[config.mk]
export PLATFORM = sky130hd
export DESIGN_NAME = iram_wr_arb
export DESIGN_NICKNAME = d
export VERILOG_FILES = /design/src/rtl/sort_pkg.sv /design/src/rtl/sort_wfifo.sv /design/src/rtl/iram_wr_arb.sv
export SDC_FILE = /design/constraint.sdc
export NUM_CORES = 1
export LEC_CHECK = 0
export CORE_MARGIN = 4
export CORE_UTILIZATION = 53
export DETAILED_ROUTE_END_ITERATION = 8
export DONT_BUFFER_PORTS = 1
export GPL_ROUTABILITY_DRIVEN = 0
export GPL_TIMING_DRIVEN = 0
export HOLD_SLACK_MARGIN = 0.02
export PLACE_DENSITY = 0.8
export RECOVER_POWER = 100
export SETUP_SLACK_MARGIN = 0.1
export SLEW_MARGIN = 15
export SYNTH_ARGS = -nofsm -noshare
export SYNTH_HDL_FRONTEND = slang
export SYNTH_SLANG_ARGS = --single-unit
[constraint.sdc]
create_clock -name clk -period 3.5 [get_ports clk]
set_clock_uncertainty 0.15 [all_clocks]
set_input_delay 0.525 -clock clk [delete_from_list [all_inputs] [get_ports clk]]
set_output_delay 0.525 -clock clk [all_outputs]
set_load 0.02 [all_outputs]
[src/rtl/sort_pkg.sv]
`default_nettype none
// ============================================================================
// Module   : sort_pkg
// Purpose  : Shared widths and the IRAM write-entry type for the sort blocks.
// Revision : 1.0 - initial release
// ============================================================================
package sort_pkg;

    localparam int DATA_W = 8;
    localparam int ADDR_W = 4;
    localparam int NREQ   = 2;

    // One buffered IRAM write: word address plus write data
    typedef struct packed {
        logic [ADDR_W-1:0] addr;
        logic [DATA_W-1:0] data;
    } wentry_t;

endpackage
`default_nettype wire

[src/rtl/sort_wfifo.sv]
`default_nettype none
// ============================================================================
// Module   : sort_wfifo
// Purpose  : Per-requester synchronous write buffer. A push to a full buffer
//            is accepted only when the head is popped in the same cycle.
// Revision : 1.0 - initial release
// ============================================================================
module sort_wfifo
    import sort_pkg::*;
#(
    parameter int DEPTH = 4
) (
    input  logic                       clk,
    input  logic                       reset,
    input  logic                       push,
    input  wentry_t                    push_entry,
    input  logic                       pop,
    output wentry_t                    head,
    output logic                       full,
    output logic                       empty,
    output logic [$clog2(DEPTH):0]     count
);

    localparam int                 c_ptr_w = $clog2(DEPTH);
    localparam int                 c_cnt_w = c_ptr_w + 1;
    localparam logic [c_ptr_w:0]   c_depth = (c_ptr_w + 1)'(DEPTH);

    wentry_t              r_mem [DEPTH];
    logic [c_ptr_w-1:0]   r_wr_ptr;
    logic [c_ptr_w-1:0]   r_rd_ptr;
    logic [c_ptr_w:0]     r_count;

    logic                 w_full;
    logic                 w_empty;
    logic                 w_do_pop;
    logic                 w_do_push;

    assign w_full    = (r_count == c_depth);
    assign w_empty   = (r_count == '0);
    assign w_do_pop  = pop & ~w_empty;
    // A full buffer still takes a push when its head leaves in the same cycle
    assign w_do_push = push & (~w_full | w_do_pop);

    // Pointer and occupancy bookkeeping; pointers wrap naturally (DEPTH is 2^n)
    always_ff @(posedge clk or negedge reset) begin
        if (!reset) begin
            r_wr_ptr <= '0;
            r_rd_ptr <= '0;
            r_count  <= '0;
        end else begin
            if (w_do_push) r_wr_ptr <= r_wr_ptr + c_ptr_w'(1);
            if (w_do_pop)  r_rd_ptr <= r_rd_ptr + c_ptr_w'(1);
            r_count <= r_count + c_cnt_w'(w_do_push) - c_cnt_w'(w_do_pop);
        end
    end

    // Entry storage needs no reset: occupancy alone decides what is valid
    always_ff @(posedge clk) begin
        if (w_do_push) r_mem[r_wr_ptr] <= push_entry;
    end

    assign head  = r_mem[r_rd_ptr];
    assign full  = w_full;
    assign empty = w_empty;
    assign count = r_count;

endmodule
`default_nettype wire

[src/rtl/iram_wr_arb.sv]
`default_nettype none
// ============================================================================
// Module   : iram_wr_arb
// Purpose  : Merges the write streams of two sort engines into one shared
//            IRAM write port through per-requester buffers and a round-robin
//            arbiter. Tracks overflow and overall completion.
//            The reset input is expected to be released synchronously to clk.
// Revision : 1.0 - initial release
// ============================================================================
module iram_wr_arb
    import sort_pkg::*;
#(
    parameter int FIFO_DEPTH = 4
) (
    input  logic                          clk,
    input  logic                          reset,
    input  logic [NREQ-1:0]               req_valid,
    input  logic [NREQ-1:0][ADDR_W-1:0]   req_A,
    input  logic [NREQ-1:0][DATA_W-1:0]   req_D,
    input  logic [NREQ-1:0]               req_done,
    output logic                          IRAM_valid,
    output logic [ADDR_W:0]               IRAM_A,
    output logic [DATA_W-1:0]             IRAM_D,
    output logic [NREQ-1:0]               ovf,
    output logic                          done
);

    localparam int c_cnt_w = $clog2(FIFO_DEPTH) + 1;

    wentry_t [NREQ-1:0]              w_head;
    logic    [NREQ-1:0]              w_empty;
    logic    [NREQ-1:0]              w_full;
    logic    [NREQ-1:0]              w_pop;
    logic    [NREQ-1:0]              w_drop;
    logic    [NREQ-1:0][c_cnt_w-1:0] w_count;
    logic                            w_grant_vld;
    logic                            w_grant_idx;
    logic                            w_all_empty;
    wentry_t                         w_sel;

    logic                            r_iram_valid;
    logic    [ADDR_W:0]              r_iram_a;
    logic    [DATA_W-1:0]            r_iram_d;
    logic    [NREQ-1:0]              r_ovf;
    logic                            r_done;
    logic    [NREQ-1:0]              r_done_seen;
    logic                            r_rr_prio;

    generate
        for (genvar gi = 0; gi < NREQ; gi++) begin : g_fifo
            sort_wfifo #(
                .DEPTH (FIFO_DEPTH)
            ) u_fifo (
                .clk        (clk),
                .reset      (reset),
                .push       (req_valid[gi]),
                .push_entry ({req_A[gi], req_D[gi]}),
                .pop        (w_pop[gi]),
                .head       (w_head[gi]),
                .full       (w_full[gi]),
                .empty      (w_empty[gi]),
                .count      (w_count[gi])
            );
            // Write lost: buffer full and its head is not leaving this cycle
            assign w_drop[gi] = req_valid[gi] & w_full[gi] & ~w_pop[gi];
        end
    endgenerate

    assign w_all_empty = (w_count == '0);

    // Two-way round robin: contention goes to r_rr_prio, otherwise the lone
    // non-empty buffer wins
    always_comb begin
        w_grant_vld = |(~w_empty);
        w_grant_idx = 1'b0;
        if (&(~w_empty)) begin
            w_grant_idx = r_rr_prio;
        end else begin
            w_grant_idx = ~w_empty[1];
        end
        w_pop = '0;
        if (w_grant_vld) begin
            w_pop[w_grant_idx] = 1'b1;
        end
        w_sel = w_head[w_grant_idx];
    end

    // Registered IRAM port, sticky flags and round-robin priority
    always_ff @(posedge clk or negedge reset) begin
        if (!reset) begin
            r_iram_valid <= 1'b0;
            r_iram_a     <= '0;
            r_iram_d     <= '0;
            r_ovf        <= '0;
            r_done       <= 1'b0;
            r_done_seen  <= '0;
            r_rr_prio    <= 1'b0;
        end else begin
            r_iram_valid <= w_grant_vld;
            if (w_grant_vld) begin
                r_iram_a  <= {w_grant_idx, w_sel.addr};
                r_iram_d  <= w_sel.data;
                r_rr_prio <= ~w_grant_idx;
            end
            r_ovf       <= r_ovf | w_drop;
            r_done_seen <= r_done_seen | req_done;
            // Completion needs an idle cycle, so it never coincides with a write
            if ((&r_done_seen) && w_all_empty && !w_grant_vld) begin
                r_done <= 1'b1;
            end
        end
    end

    assign IRAM_valid = r_iram_valid;
    assign IRAM_A     = r_iram_a;
    assign IRAM_D     = r_iram_d;
    assign ovf        = r_ovf;
    assign done       = r_done;

endmodule
`default_nettype wire

## After elaboration in Yosys (flattened, before gate mapping)

Memory sizes are Yosys's and may differ from the RTL's.
Index checks and enable logic that the tools add are counted.

| word-level totals | value |
|---|---|
| register bits after elaboration | 34 |
| RAM bits | 96 |
| input port bits | 30 |
| output and inout bits | 17 |
| logic and storage cells | 67 |
| memories | 2 |

| cells by class | value |
|---|---|
| $add $sub $neg | 8 |
| order comparisons | 2 |
| eq/ne operators | 2 |
| muxes and demuxes | 10 |
| bitwise logic cells | 20 |
| reduce and logical (&&, ||, !) cells | 10 |

Memory list:

| name | words | bits a word | rd ports | clocked after memory_dff | wr ports | RTL line | source |
|---|---|---|---|---|---|---|---|
| g_fifo[0].u_fifo.r_mem | 4 | 12 | 1 | 0 | 1 | sort_wfifo.sv:28 | `wentry_t r_mem [DEPTH];` |
| g_fifo[1].u_fifo.r_mem | 4 | 12 | 1 | 0 | 1 | sort_wfifo.sv:28 |  |

Operator list:

| operator | count |
|---|---|
| $mux 12 | 2 |
| $add 2x1->2 const B | 4 |
| $and 1x1->1 | 8 |
| $not 1->1 | 7 |
| $add 3x1->3 | 2 |
| $eq 3x3->1 const B | 2 |
| $logic_not 3->1 | 2 |
| $logic_not 6->1 | 1 |
| $mux 1 | 6 |
| $sub 3x1->3 | 2 |
| $or 2x2->2 | 2 |
| $reduce_and 2->1 | 2 |
| $logic_and 1x1->1 | 3 |
| $lt 1x2->1 const B | 1 |
| $mux 2 | 1 |
| $not 2->2 | 1 |
| $or 1x1->1 | 2 |
| $reduce_or 2->1 | 1 |
| $demux 1 s1 | 1 |
| $ge 1x1->1 const B | 1 |
| $logic_not 1->1 | 1 |

## Depth between registers and ports, before layout

| depth | value |
|---|---|
| word-level depth | 14 |
| depth in mapped cells | 10 |

## Cells and area by module

From an unflattened synthesis, not the netlist that was laid out.

| second synthesis, totals | value |
|---|---|
| cell total of the unflattened synthesis | 261 |
| area, all modules | 5,157.4 µm² |

By module, submodules not included:

| module | times used | cells each | area an instance (µm²) | seq. area each (µm²) |
|---|---|---|---|---|
| sort_wfifo | 2 | 98 | 2,160.8 | 1,616.6 |
| iram_wr_arb | 1 | 65 | 835.8 | 500.5 |

## Worst setup path before layout

Ideal clock, no wire load.

| timing | value |
|---|---|
| path type | register -> register |
| start | reg g_fifo[1].u_fifo.r_count[0] |
| end | reg g_fifo[0].u_fifo.r_count[2] |
| setup time | 0.128 ns |
| data arrival time | 2.178 ns |
| data required time | 3.222 ns |
| setup slack | 1.045 ns |
| stages on the path, launching flop included | 11 |
| path buffers | 1 |
| period minus slack after synthesis | 2.455 ns |
| path through | dfrtp_1 > or3_1 > a21oi_1 > buf_2 > ha_1 > inv_1 > ha_1 > inv_1 > fa_1 > xnor2_1 > xnor2_1 |

| between the ends | value |
|---|---|
| cells in the longest elaborated chain, start to end | 14 |

Ends and longest elaborated chain:

| what | RTL line | source |
|---|---|---|
| start: declaration | sort_wfifo.sv:31 | `logic [c_ptr_w:0] r_count;` |
| start signal: assignment | sort_wfifo.sv:53 | `r_count <= r_count + c_cnt_w'(w_do_push) - c_cnt_w'(w_do_pop);` |
| $logic_not 3->1 * | sort_wfifo.sv:39 | `assign w_empty = (r_count == '0);` |
| $not 2->2 | iram_wr_arb.sv:74, iram_wr_arb.sv:76 |  |
| $reduce_and 2->1 | iram_wr_arb.sv:76 | `if (&(~w_empty)) begin` |
| $mux 1 | iram_wr_arb.sv:76 |  |
| $lt 1x2->1 (implied by the code) or $ge 1x1->1 (tied branches) | iram_wr_arb.sv:83 | `w_pop[w_grant_idx] = 1'b1;` |
| $logic_and 1x1->1 (implied by the code) | iram_wr_arb.sv:83 |  |
| $mux 1 (implied by the code) | iram_wr_arb.sv:83 |  |
| $demux 1 s1 | iram_wr_arb.sv:83 |  |
| $mux 2 * | iram_wr_arb.sv:82 | `if (w_grant_vld) begin` |
| $and 1x1->1 * | sort_wfifo.sv:40 | `assign w_do_pop = pop & ~w_empty;` |
| named net g_fifo[0].u_fifo.w_do_pop | sort_wfifo.sv:35 | `logic w_do_pop;` |
| $or 1x1->1 | sort_wfifo.sv:42 | `assign w_do_push = push & (~w_full \| w_do_pop);` |
| $and 1x1->1 | sort_wfifo.sv:42 |  |
| $add 3x1->3 | sort_wfifo.sv:53 |  |
| $sub 3x1->3 * | sort_wfifo.sv:53 |  |
| end signal: assignment | sort_wfifo.sv:53 |  |
| end: declaration | sort_wfifo.sv:31 |  |

Mark *: on every way through the listed nets, which the timed path passes. The rest lies on a longest branch.
A chain may end at the register's enable or synchronous reset.

## Final worst setup path

| timing | value |
|---|---|
| start | reg g_fifo[0].u_fifo.r_count[1] |
| end | mem g_fifo[0].u_fifo.r_mem[3][3] (netlist bit) (enable) |

| between the ends | value |
|---|---|
| cells in the longest elaborated chain, start to end | 14 |

Ends and longest elaborated chain:

| what | RTL line | source |
|---|---|---|
| $logic_not 3->1 | sort_wfifo.sv:39 |  |
| $not 2->2 | iram_wr_arb.sv:74, iram_wr_arb.sv:76 |  |
| $reduce_and 2->1 | iram_wr_arb.sv:76 |  |
| $mux 1 | iram_wr_arb.sv:76 |  |
| $lt 1x2->1 (implied by the code) or $ge 1x1->1 (tied branches) | iram_wr_arb.sv:83 |  |
| $logic_and 1x1->1 (implied by the code) | iram_wr_arb.sv:83 |  |
| $mux 1 (implied by the code) | iram_wr_arb.sv:83 |  |
| $demux 1 s1 | iram_wr_arb.sv:83 |  |
| $mux 2 | iram_wr_arb.sv:82 |  |
| $and 1x1->1 | sort_wfifo.sv:40 |  |
| $or 1x1->1 * | sort_wfifo.sv:42 |  |
| $and 1x1->1 * | sort_wfifo.sv:42 |  |
| named net g_fifo[0].u_fifo.w_do_push | sort_wfifo.sv:36 | `logic w_do_push;` |
| $mux 1 * | sort_wfifo.sv:59 | `if (w_do_push) r_mem[r_wr_ptr] <= push_entry;` |
| $mux 1 (implied by the code) * | sort_wfifo.sv:59 |  |
| end: declaration | sort_wfifo.sv:28 |  |

Marks and branches as above.

==> metrics.yaml <==
logic_synthesis:
  async_flop_share_pct: 26.2
  synth.area.top_cells: "edfxtp_1, dfrtp_1, mux4_2, mux4_1, ha_1"
  ys_warn_count: 0
  synth_flop_cell: "edfxtp_1"
  yosysUniqueCellTypes: 34
  avgSynthCellArea_um2: 19.5
  synth-edff-count: 96
  netlist_area_um2: 5150
  ys_ff_latch: 130
  synth.net_count: 310
  synth_top_area_share_pct: 55.9
  synth_top_cell_by_area: "edfxtp_1"
  ys_seq_area_share_pct: 72.4
  synthCells: 265
clock_tree:
  htreeDepth: 4
  clk_pin_slew_ns: 0.06
  cts_resized: 0
  clockBufferDepth: 2
  worstSkewPairLatency_ns: 0.51
  cts_made_buffers: 17
  clock-root-buffer: "clkbuf_8"
  cts.sinks: 130
  cts_tree: "done"
critical_path:
  end_kind: "register"
  critPathKind: "register to register"
  critPathMaxStageDelay_ns: 0.82
  cp_max_fo: 12
  startpoint_type: "register"
  critPathSlowestCell: "and2_0"
  cp_cell_sequence: "nor3_1 > o21ai_2 > o21a_1 > and2_0"
  cp_data_required_time_ns: 3.48
  cp.arrival_ns: 2.86
placed_design:
  io_buffers: 0
  dp.cells: 394
  hpwl_mm: 5.96
pwr:
  p_leak_nw: 2.22
  pwr-share-seq_pct: 44.3
  peakVddDrop_mv: 0.490
  cell_internal_pwr_w: 0.00374
  p_comb_share_pct: 27.5
  pwr_density_cell_nw_per_um2: 911
  power.share.clock_pct: 28.2
  switching_share_pct: 32.8
  switching_power_w: 0.00183
run_status:
  status: "finished with violations"
  violations: "capacitance limit, slew limit"
sta:
  drv_slew: 35
  whs_ns: 0.0563
  setup_viol: 0
  max_slew_margin_pct: -24.7
  fmaxAchievable_ghz: 0.347
  worstMarginPinSlew_ns: 1.87
  fin_setup_tns_ns: 0
  hold_viol: 0
  rsz0062_at_grt: "false"
  period_share_pct: 82.2
  period_minus_slack_ns: 2.88
detailed_routing:
  viasPerCell: 5.46
  wl_per_cell_um: 20.2
  ant_nets: 0
  top_layer_used: "met4"
  wl_met3_um: 568
  dr.pass1.iters: 4
  drt_wl_total_mm: 9.20
  wl_met2_mm: 4.82
  num_vias: 2486
  met1Wirelength_mm: 3.69
  drtIter0Drc: 156
  drc_errors: 0
die:
  rows: 35
  start_util_pct: 55.0
  io_pins: 47
  dieArea_um2: 11400
  die_w_um: 107
  die_y_um: 107
  core-area_um2: 9370
final_layout:
  antenna_cells: 0
  finalNonFillerCells: 455
  syn_to_final_growth_pct: 18.5
  num-nets-final: 358
  post-route-util_pct: 65.2
  final_cell_mix: "edfxtp_1, dfrtp_1, dlygate4sd3_1"
  layout_commonest_cell: "edfxtp_1"
  layout-drive-gt1-share_pct: 17.5
global_routing:
  grt_max_degree: 35
  grt_usage_pct: 18.2
  grt_antenna_before_repair: 0
  grt_pass1_vias: 2747
  gr-total-overflow: 0
  grt_first_pass_wirelength_mm: 15.0
min_path:
  hold_class: "input pin to register"
run:
  cap_violations: 1
-- power by group through the flow --
stage	Combinational, W	Sequential (W)	Clock, W
global route	0.00172	0.00251	0.00168
detailed placement	0.00154	0.00250	0
floorplan	0.00119	0.00241	0
finish	0.00153	0.00247	0.00157
global placement	0.00145	0.00247	0
CTS	0.00159	0.00248	0.00160
-- stage by stage --
stage / area, um2 / power [W] / worst slack [ns]
floorplan: 5150 / 0.00360 / 1.04
global placement: 5320 / 0.00392 / 0.902
detailed placement: 5320 / 0.00404 / 0.861
CTS: 6150 / 0.00567 / 0.846
global route: 6110 / 0.00591 / 0.425
finish: 6110 / 0.00557 / 0.622
-- final cells by class --
type	instances	area, um2
sequential	130	3730
buffer	9	62.6
multi-input combinational	109	1260
clock buffer	17	414
tap	129	161
clock inverter	15	123
inverter	17	66.3
fill	660	3260
timing repair buffer	29	284
-- state kept, by name, indices dropped and copies added, names as in the netlist --
register and cells:
IRAM_D 8, g_fifo.u_fifo.r_wr_ptr 4, ovf 2, IRAM_A 5, r_rr_prio 1, r_done_seen 2, IRAM_valid 1, done 1
g_fifo.u_fifo.count 6, g_fifo.u_fifo.r_rd_ptr 4, g_fifo.u_fifo.r_mem 96
-- Yosys cell counts (7+ instances only) --
library cell,n
edfxtp_1,96
ha_1,13
nand2_1,8
dfrtp_1,34
xnor2_1,7
mux4_1,8
mux4_2,16
and2_1,17
inv_1,16
a221o_1,8
-- per-layer routing --
metal | GRT usage [%] | vias to the layer above
met4 | 6.48 | 0
li1 | - | 1129
met5 | 0 | -
met2 | 30.2 | 70
met1 | 21.9 | 1276
met3 | 6.80 | 11
-- cell families after synthesis --
| group | count (synthesis) | synth area share [%] |
|---|---|---|
| compound gates | 20 | 3.42 |
| xor+xnor | 9 | 1.53 |
| fa+ha+maj | 15 | 3.93 |
| buf+inv | 26 | 2.57 |
| flops | 130 | 72.4 |
| mux | 30 | 12.3 |
| simple gates | 35 | 3.83 |
-- worst max-delay path: cells and delay by family (launching register included) --
kind,cells,cell delay [ns]
AND/OR/NAND/NOR,2,0.96
flip-flops,1,0.44
AO/OA/AOI/OAI,2,0.95
-- path summary, 6_finish.rpt --
kind                                                end  depth (start not counted)  slack (ns)                      start
setup reg to reg           g_fifo[0].u_fifo.r_mem[3][3]                          4        0.62  g_fifo[0].u_fifo.count[1]
max in group asynchronous                     IRAM_D[1]                          2        1.19                      reset
min in group asynchronous                     IRAM_A[4]                          2        0.92                      reset
hold reg to reg                          r_done_seen[0]                          1        0.32             r_done_seen[0]
hold / removal                                   ovf[0]                          1        0.06               req_valid[0]
setup / recovery           g_fifo[0].u_fifo.r_mem[3][3]                          4        0.62  g_fifo[0].u_fifo.count[1]
-- repair_timing --
action | in CTS | in global routing
buffers inserted | 0 | 0
hold buffers | 29 | 0
hold endpoints to repair | 133 | 0
Power figures use the tool's default switching activity.
